==> config.mk <==
export PLATFORM = sky130hd
export DESIGN_NAME = seq_alu
export DESIGN_NICKNAME = d
export VERILOG_FILES = /design/src/rtl/seq_alu.sv
export SDC_FILE = /design/constraint.sdc
export NUM_CORES = 1
export LEC_CHECK = 0
export ABC_AREA = 1
export BUFFER_PORTS_ARGS = -buffer_cell sky130_fd_sc_hd__buf_4
export CAP_MARGIN = 15
export CORE_ASPECT_RATIO = 1.2
export CORE_MARGIN = 1.5
export CORE_UTILIZATION = 59
export CTS_CLUSTER_DIAMETER = 120
export DETAILED_ROUTE_END_ITERATION = 10
export PLACE_DENSITY_LB_ADDON = 0.05
export REMOVE_ABC_BUFFERS = 1
export SETUP_SLACK_MARGIN = 0.15
export SYNTH_ARGS = -nofsm -noshare
export SYNTH_HDL_FRONTEND = slang
export SYNTH_SLANG_ARGS = --single-unit
==> constraint.sdc <==
create_clock -name clk -period 6.5 [get_ports clk]
set_clock_uncertainty 0.2 [all_clocks]
set_input_delay 0.65 -clock clk [delete_from_list [all_inputs] [get_ports clk]]
set_output_delay 0.65 -clock clk [all_outputs]
set_load 0.01 [all_outputs]
==> src/rtl/seq_alu.sv <==
// Clocked signed ALU: single-cycle add/sub/saturating add, multi-cycle shift-add multiply.
// Results are registered and announced with a one-cycle done pulse.
module seq_alu #(
    parameter int unsigned WIDTH = 8
) (
    input  logic             clk,
    input  logic             reset_n,
    input  logic             start,
    input  logic [1:0]       opcode,
    input  logic [WIDTH-1:0] data1,
    input  logic [WIDTH-1:0] data2,
    output logic             busy,
    output logic             done,
    output logic [WIDTH-1:0] result,
    output logic             overflow
);

    localparam int unsigned CW = $clog2(WIDTH + 1);
    localparam logic [1:0] OpAdd  = 2'b00;
    localparam logic [1:0] OpSub  = 2'b01;
    localparam logic [1:0] OpMul  = 2'b10;
    localparam logic [1:0] OpSadd = 2'b11;

    typedef enum logic [1:0] {StIdle, StMul, StFin} state_e;

    state_e               state;
    logic [CW-1:0]        cnt;
    logic [2*WIDTH-1:0]   mcand;
    logic [WIDTH:0]       mplier;
    logic [2*WIDTH-1:0]   acc;
    logic                 neg;

    logic [WIDTH-1:0]     sum, diff, sat;
    logic                 sum_ovf, diff_ovf;
    logic [WIDTH:0]       ext_a, ext_b, abs_a, abs_b;
    logic [2*WIDTH-1:0]   prod;
    logic [WIDTH:0]       prod_hi;
    logic                 prod_ovf;

    always_comb begin
        sum      = data1 + data2;
        diff     = data1 - data2;
        sum_ovf  = (data1[WIDTH-1] == data2[WIDTH-1]) && (sum[WIDTH-1] != data1[WIDTH-1]);
        diff_ovf = (data1[WIDTH-1] != data2[WIDTH-1]) && (diff[WIDTH-1] != data1[WIDTH-1]);
        sat      = sum;
        if (sum_ovf) begin
            sat = data1[WIDTH-1] ? {1'b1, {(WIDTH-1){1'b0}}} : {1'b0, {(WIDTH-1){1'b1}}};
        end
        // One extra bit so |-2^(WIDTH-1)| is representable
        ext_a    = {data1[WIDTH-1], data1};
        ext_b    = {data2[WIDTH-1], data2};
        abs_a    = data1[WIDTH-1] ? -ext_a : ext_a;
        abs_b    = data2[WIDTH-1] ? -ext_b : ext_b;
        prod     = neg ? -acc : acc;
        // In range iff the top WIDTH+1 bits are a pure sign extension
        prod_hi  = prod[2*WIDTH-1:WIDTH-1];
        prod_ovf = !((&prod_hi) || (~|prod_hi));
    end

    always_ff @(posedge clk or negedge reset_n) begin
        if (!reset_n) begin
            state    <= StIdle;
            cnt      <= '0;
            mcand    <= '0;
            mplier   <= '0;
            acc      <= '0;
            neg      <= 1'b0;
            busy     <= 1'b0;
            done     <= 1'b0;
            result   <= '0;
            overflow <= 1'b0;
        end else begin
            done <= 1'b0;
            case (state)
                StIdle: begin
                    if (start) begin
                        case (opcode)
                            OpAdd: begin
                                result   <= sum;
                                overflow <= sum_ovf;
                                done     <= 1'b1;
                            end
                            OpSub: begin
                                result   <= diff;
                                overflow <= diff_ovf;
                                done     <= 1'b1;
                            end
                            OpSadd: begin
                                result   <= sat;
                                overflow <= sum_ovf;
                                done     <= 1'b1;
                            end
                            OpMul: begin
                                mcand  <= {{(WIDTH-1){1'b0}}, abs_a};
                                mplier <= abs_b;
                                acc    <= '0;
                                neg    <= data1[WIDTH-1] ^ data2[WIDTH-1];
                                cnt    <= CW'(WIDTH);
                                busy   <= 1'b1;
                                state  <= StMul;
                            end
                            default: ;
                        endcase
                    end
                end
                StMul: begin
                    if (mplier[0]) begin
                        acc <= acc + mcand;
                    end
                    mcand  <= mcand << 1;
                    mplier <= mplier >> 1;
                    cnt    <= cnt - CW'(1);
                    if (cnt == CW'(1)) begin
                        state <= StFin;
                    end
                end
                StFin: begin
                    result   <= prod[WIDTH-1:0];
                    overflow <= prod_ovf;
                    done     <= 1'b1;
                    busy     <= 1'b0;
                    state    <= StIdle;
                end
                default: state <= StIdle;
            endcase
        end
    end

endmodule

# Yosys cells after proc, flatten, opt, wreduce, memory -nomap -nowiden
# Index checks and enable logic that the tools add are counted.
# word_totals
register_bits	59
output_inout_bits	11
# classes
add_sub_neg	7
n_eq_ne	16
muxes	34
n_bitwise	1
reduce_logical	20
# ops
operator	n
2-to-1 mux 16 bit	6
case mux 16 bit (2 select lines)	2
2-to-1 mux 9 bit	4
2-to-1 mux 8 bit	3
case mux 8 bit (3 select lines)	1
negator 9 bit	2
case mux 9 bit (2 select lines)	1
AND reduction 3 bit	6
adder 16 bit	1
negator 16 bit	1
case mux 8 bit (2 select lines)	1
AND reduction 9 bit	1
OR reduction 9 bit	1
adder 8 bit	1
2-to-1 mux 4 bit	2
case mux 1 bit (2 select lines)	4
case mux 4 bit (2 select lines)	1
subtractor 8 bit	1
equality test 2 bit (second input constant)	3
2-to-1 mux 2 bit	3
inequality test 2 bit (second input constant)	3
2-to-1 mux 1 bit	5
equality test 2 x 1 -> 1 bit (second input constant)	2
equality test 4 x 1 -> 1 bit (second input constant)	1
other kinds (16)	22

# Logic depth before layout (Yosys ltp)
# logic_depth
ltp_word	7
mapped_depth	16
ltp_nobuf	15

# Least setup slack after synthesis
# No wires, ideal clock.
# synth_path
path_kind	input port to flip-flop
start	input data2[2]
end	register result[4]
setup_ns	0.118
arrival_time_ns	1.937
path_slack_ns	4.245
path_stages	14
n_path_buf	1
cell_sequence	inv_1 -> ha_1 -> buf_4 -> inv_2 -> a21oi_2 -> nand2_2 -> nand4_2 -> nand2_2 -> nand2_2 -> nand2_2 -> o21ai_1 -> nand3_1 -> a21oi_1 -> nor2_1
# synth_via
elab_chain_cells	7
elab_cells_between_ends	8
# synth_rtl
element	line_no	source
start: declaration	11	input logic [WIDTH-1:0] data2,
adder 8 bit	41	sum = data1 + data2;
inequality test 1 bit	43	sum_ovf = (data1[WIDTH-1] == data2[WIDTH-1]) && (sum[WIDTH-1] != data1[WIDTH-1]);
logical AND 1 bit	43	
2-to-1 mux 8 bit	46	if (sum_ovf) begin
case mux 8 bit (3 select lines) (*)	77	case (opcode)
2-to-1 mux 8 bit (*)	76	if (start) begin
case mux 8 bit (2 select lines) (*)	74	case (state)
end signal: assignment	79	result <= sum;
end signal: assignment	84	result <= diff;
end signal: assignment	89	result <= sat;
end: declaration	14	output logic [WIDTH-1:0] result,
# Mark *: on every way between the ends. The rest lies on a longest branch, timed or not. The select of a mux whose other input is x is not followed.
# A chain may end at the register's enable or synchronous reset.

# Worst setup path in the final report
# layout_path
start	register state[0]
end	register mcand[6]
# layout_via
elab_chain_cells	3
elab_cells_between_ends	7
# layout_rtl
element	line_no	source
start: declaration	26	state_e state;
start signal: assignment	62	state <= StIdle;
start signal: assignment	100	state <= StMul;
start signal: assignment	114	state <= StFin;
equality test 2 x 1 -> 1 bit / zero test 2 bit (equally long branches)	74	
nonzero test 2 bit (no line) (tied with other cells)	n/a	
AND reduction 3 bit (no line)	n/a	
end signal: assignment	94	mcand <= {{(WIDTH-1){1'b0}}, abs_a};
end signal: assignment	110	mcand <= mcand << 1;
end: declaration	28	logic [2*WIDTH-1:0] mcand;
# Several ways; a longest one is shown, not always the timed one.

==> metrics.csv <==
metric,value,unit
fin_crit,2.49,ns
insertion_delay,0.34,ns
ys_seq_area_share,30.2,%
ys_types,47,
switchingPower,0.00113,W
core_area,0.00806,sq mm
route.met2.wl,6860,microns
p_sw_share,48.6,%
synth_edf_count,0,
crit_required,6.53,ns
relSlewSlack,49.9,%
finalSetupViolCount,0,
nNetsFinal,798,
synthTopCellsByCount,"nand2_1 (157), inv_1 (99), nor2_1 (70), dfrtp_1 (59), o21ai_0 (57)",
numCtsBuffers,9,
p_leak,2.77,nW
seqPwrFrac,29.7,%
hold_viol,0,
die_w,86.0,microns
synth_most_common_cell,nand2_1,
antenna_cells,0,
n_fill_cell,751,
syn_inst,710,
area_growth_syn_to_layout,9.72,%
drt-met1-wl,5350,microns
vias,4746,
p_per_area,434,mW/mm^2
slew_violations,0,
status,"finished, final reports clean",
p_comb_share,54.2,%
ys_ff_latch,59,
die-area,0.00883,sq mm
synth.area.top_cells,"dfrtp_1 (30%), nand2_1 (12%), ha_1 (10%), inv_1 (7.6%), o21ai_0 (5.8%)",
grt-ovfl-total,0,
drive_gt1_share,10.0,%
vias_per_cell,5.69,
regArea,0.00148,sq mm
cap_violations,0,
p_int,0.00120,W
finalCritPeriodShare,38.3,%
yosysTopAreaCell,dfrtp_1,
netlist.area_leader.share,30.2,%
cp_max_fo,30,
root_buffer,clkbuf_8,
grt_usage,32.2,%
htreeDepth,3,
hold_class,in2async,
path_clk_slew,0.07,ns
fin_hold_ws,0.176,ns
grt_pass1_wl,21900,microns
antenna_found_initial,0,
die_h,103,microns
synthFlopType,dfrtp_1,
netlist_area,0.00488,sq mm
cts_resized,0,
synthArstFlopShare,100,%
critPathKind,reg2reg,
place.gp.congestion,0.936,
ant_nets,0,
post_cts_buffers,0,
cts_tree,built,
multi_input_area,0.00291,sq mm
io_pins,32,
grt_pass1_vias,4696,
wirelength,13200,microns
drc,0,
portBuffers,31,
p_clk_share,16.1,%
critical_path_arrival,2.52,ns
tightest_slew,0.752,ns
cp-start-kind,flip-flop,
grt_setup_unrepaired,no,
clock_sinks,59,
drtIter0Drc,224,
setup-tns-final,0,ns
initial_core_util,60.5,%
yosysWarnings,0,
drt-wirelength-per-cell,15.8,microns
fin_cells,834,
ir_drop,230,uV
grt_start_max_net_pins,60,
end_kind,flip-flop,
dr_wl_met3,511,microns
num_rows,36,
dr.pass1.iters,5,
cts_hold_buf,0,
place_hpwl,10400,microns
place_inst,819,
postSynthAreaPerCell,6.87,sq um
top_layer,met4,
fmax,401,MHz
clk_path_buf_depth,2,
[stage by stage]
| stage | util [%] | worst slack [ns] | instance area [sq um] | power, W |
|---|---|---|---|---|
| global placement | 63.7 | 3.81 | 5140 | 0.00190 |
| CTS | 66.4 | 4.03 | 5360 | 0.00232 |
| floorplan | - | 4.21 | 4790 | 0.00157 |
| detailed placement | 63.7 | 3.82 | 5140 | 0.00194 |
| global route | 66.4 | 3.79 | 5360 | 0.00256 |
| finish | 66.4 | 4.01 | 5360 | 0.00233 |
[final timing paths]
| path | slack (ns) | cells past startpoint | startpoint | end |
|---|---|---|---|---|
| max | 4.01 | 9 | state[0] | mcand[6] |
| min | 0.18 | 1 | reset_n | mcand[9] |
| max reg2reg | 4.01 | 9 | state[0] | mcand[6] |
| min reg2reg | 0.28 | 2 | overflow | overflow |
| max in group asynchronous | 5.42 | 1 | reset_n | result[5] |
| min in group clk | 0.28 | 2 | overflow | overflow |
[state kept, by name, indices dropped and copies added, names as in the netlist]
name      cells
state         2
done          1
busy          1
neg           1
result        8
cnt           4
mplier        9
acc          16
overflow      1
mcand        16
[power groups by stage]
stage	Sequential, W	Combinational [W]	Clock, W
after floorplan	0.000649	0.000919	0
after global placement	0.000686	0.00121	0
after detailed placement	0.000693	0.00125	0
after CTS	0.000688	0.00125	0.000380
after global routing	0.000712	0.00145	0.000394
final	0.000691	0.00126	0.000374
[kinds of logic after synthesis]
logic type	synth area share (%)
AND/OR/NAND/NOR	27.6
XOR/XNOR	2.15
AO/OA/AOI/OAI	18.6
buffers and inverters	10.2
adder cells (fa/ha/maj)	11.2
flip-flops	30.2
[metal layers]
metal / GRT usage (%) / vias to the layer above
li1: - / 2389
met1: 37.0 / 2181
met2: 58.4 / 138
met3: 4.72 / 38
met4: 16.3 / 0
met5: 0 / -
[cell usage in the layout (no fill, tap or decap), types with 3 or more instances in the layout]
cell type / netlist / final
nand2_1: 157 / 157
inv_1: 99 / 99
nor2_1: 70 / 70
dfrtp_1: 59 / 59
o21ai_0: 57 / 57
a21oi_1: 48 / 48
nand3_1: 44 / 44
ha_1: 39 / 39
buf_4: 6 / 31
o22ai_1: 18 / 18
nor3_1: 11 / 11
xor2_1: 10 / 10
clkbuf_8: 0 / 10
inv_2: 9 / 9
nand2_2: 9 / 9
o21ai_1: 9 / 9
nand4_1: 7 / 7
o211ai_1: 4 / 4
a21o_1: 3 / 3
o31ai_1: 3 / 3
fa_1: 3 / 3
[worst max-delay path, stage by stage, from the launching register on]
cell      delay [ns]
dfrtp_1         0.47
inv_2           0.11
nor2_4          0.27
inv_2           0.26
nand2_2         0.46
inv_2           0.19
a21oi_1         0.16
o211ai_1        0.10
o21ai_0         0.08
inv_1           0.06
[area by class of cell]
cell class / count / share of cell area (%)
clock buffers: 11 / 2.64
repair buffers: 31 / 4.35
clock inverters: 4 / 1.40
well taps: 95 / 2.22
multi-input cells: 526 / 54.3
inverters: 108 / 7.57
flip-flops and latches: 59 / 27.6
Note: power is estimated with default switching activity, not from simulation.
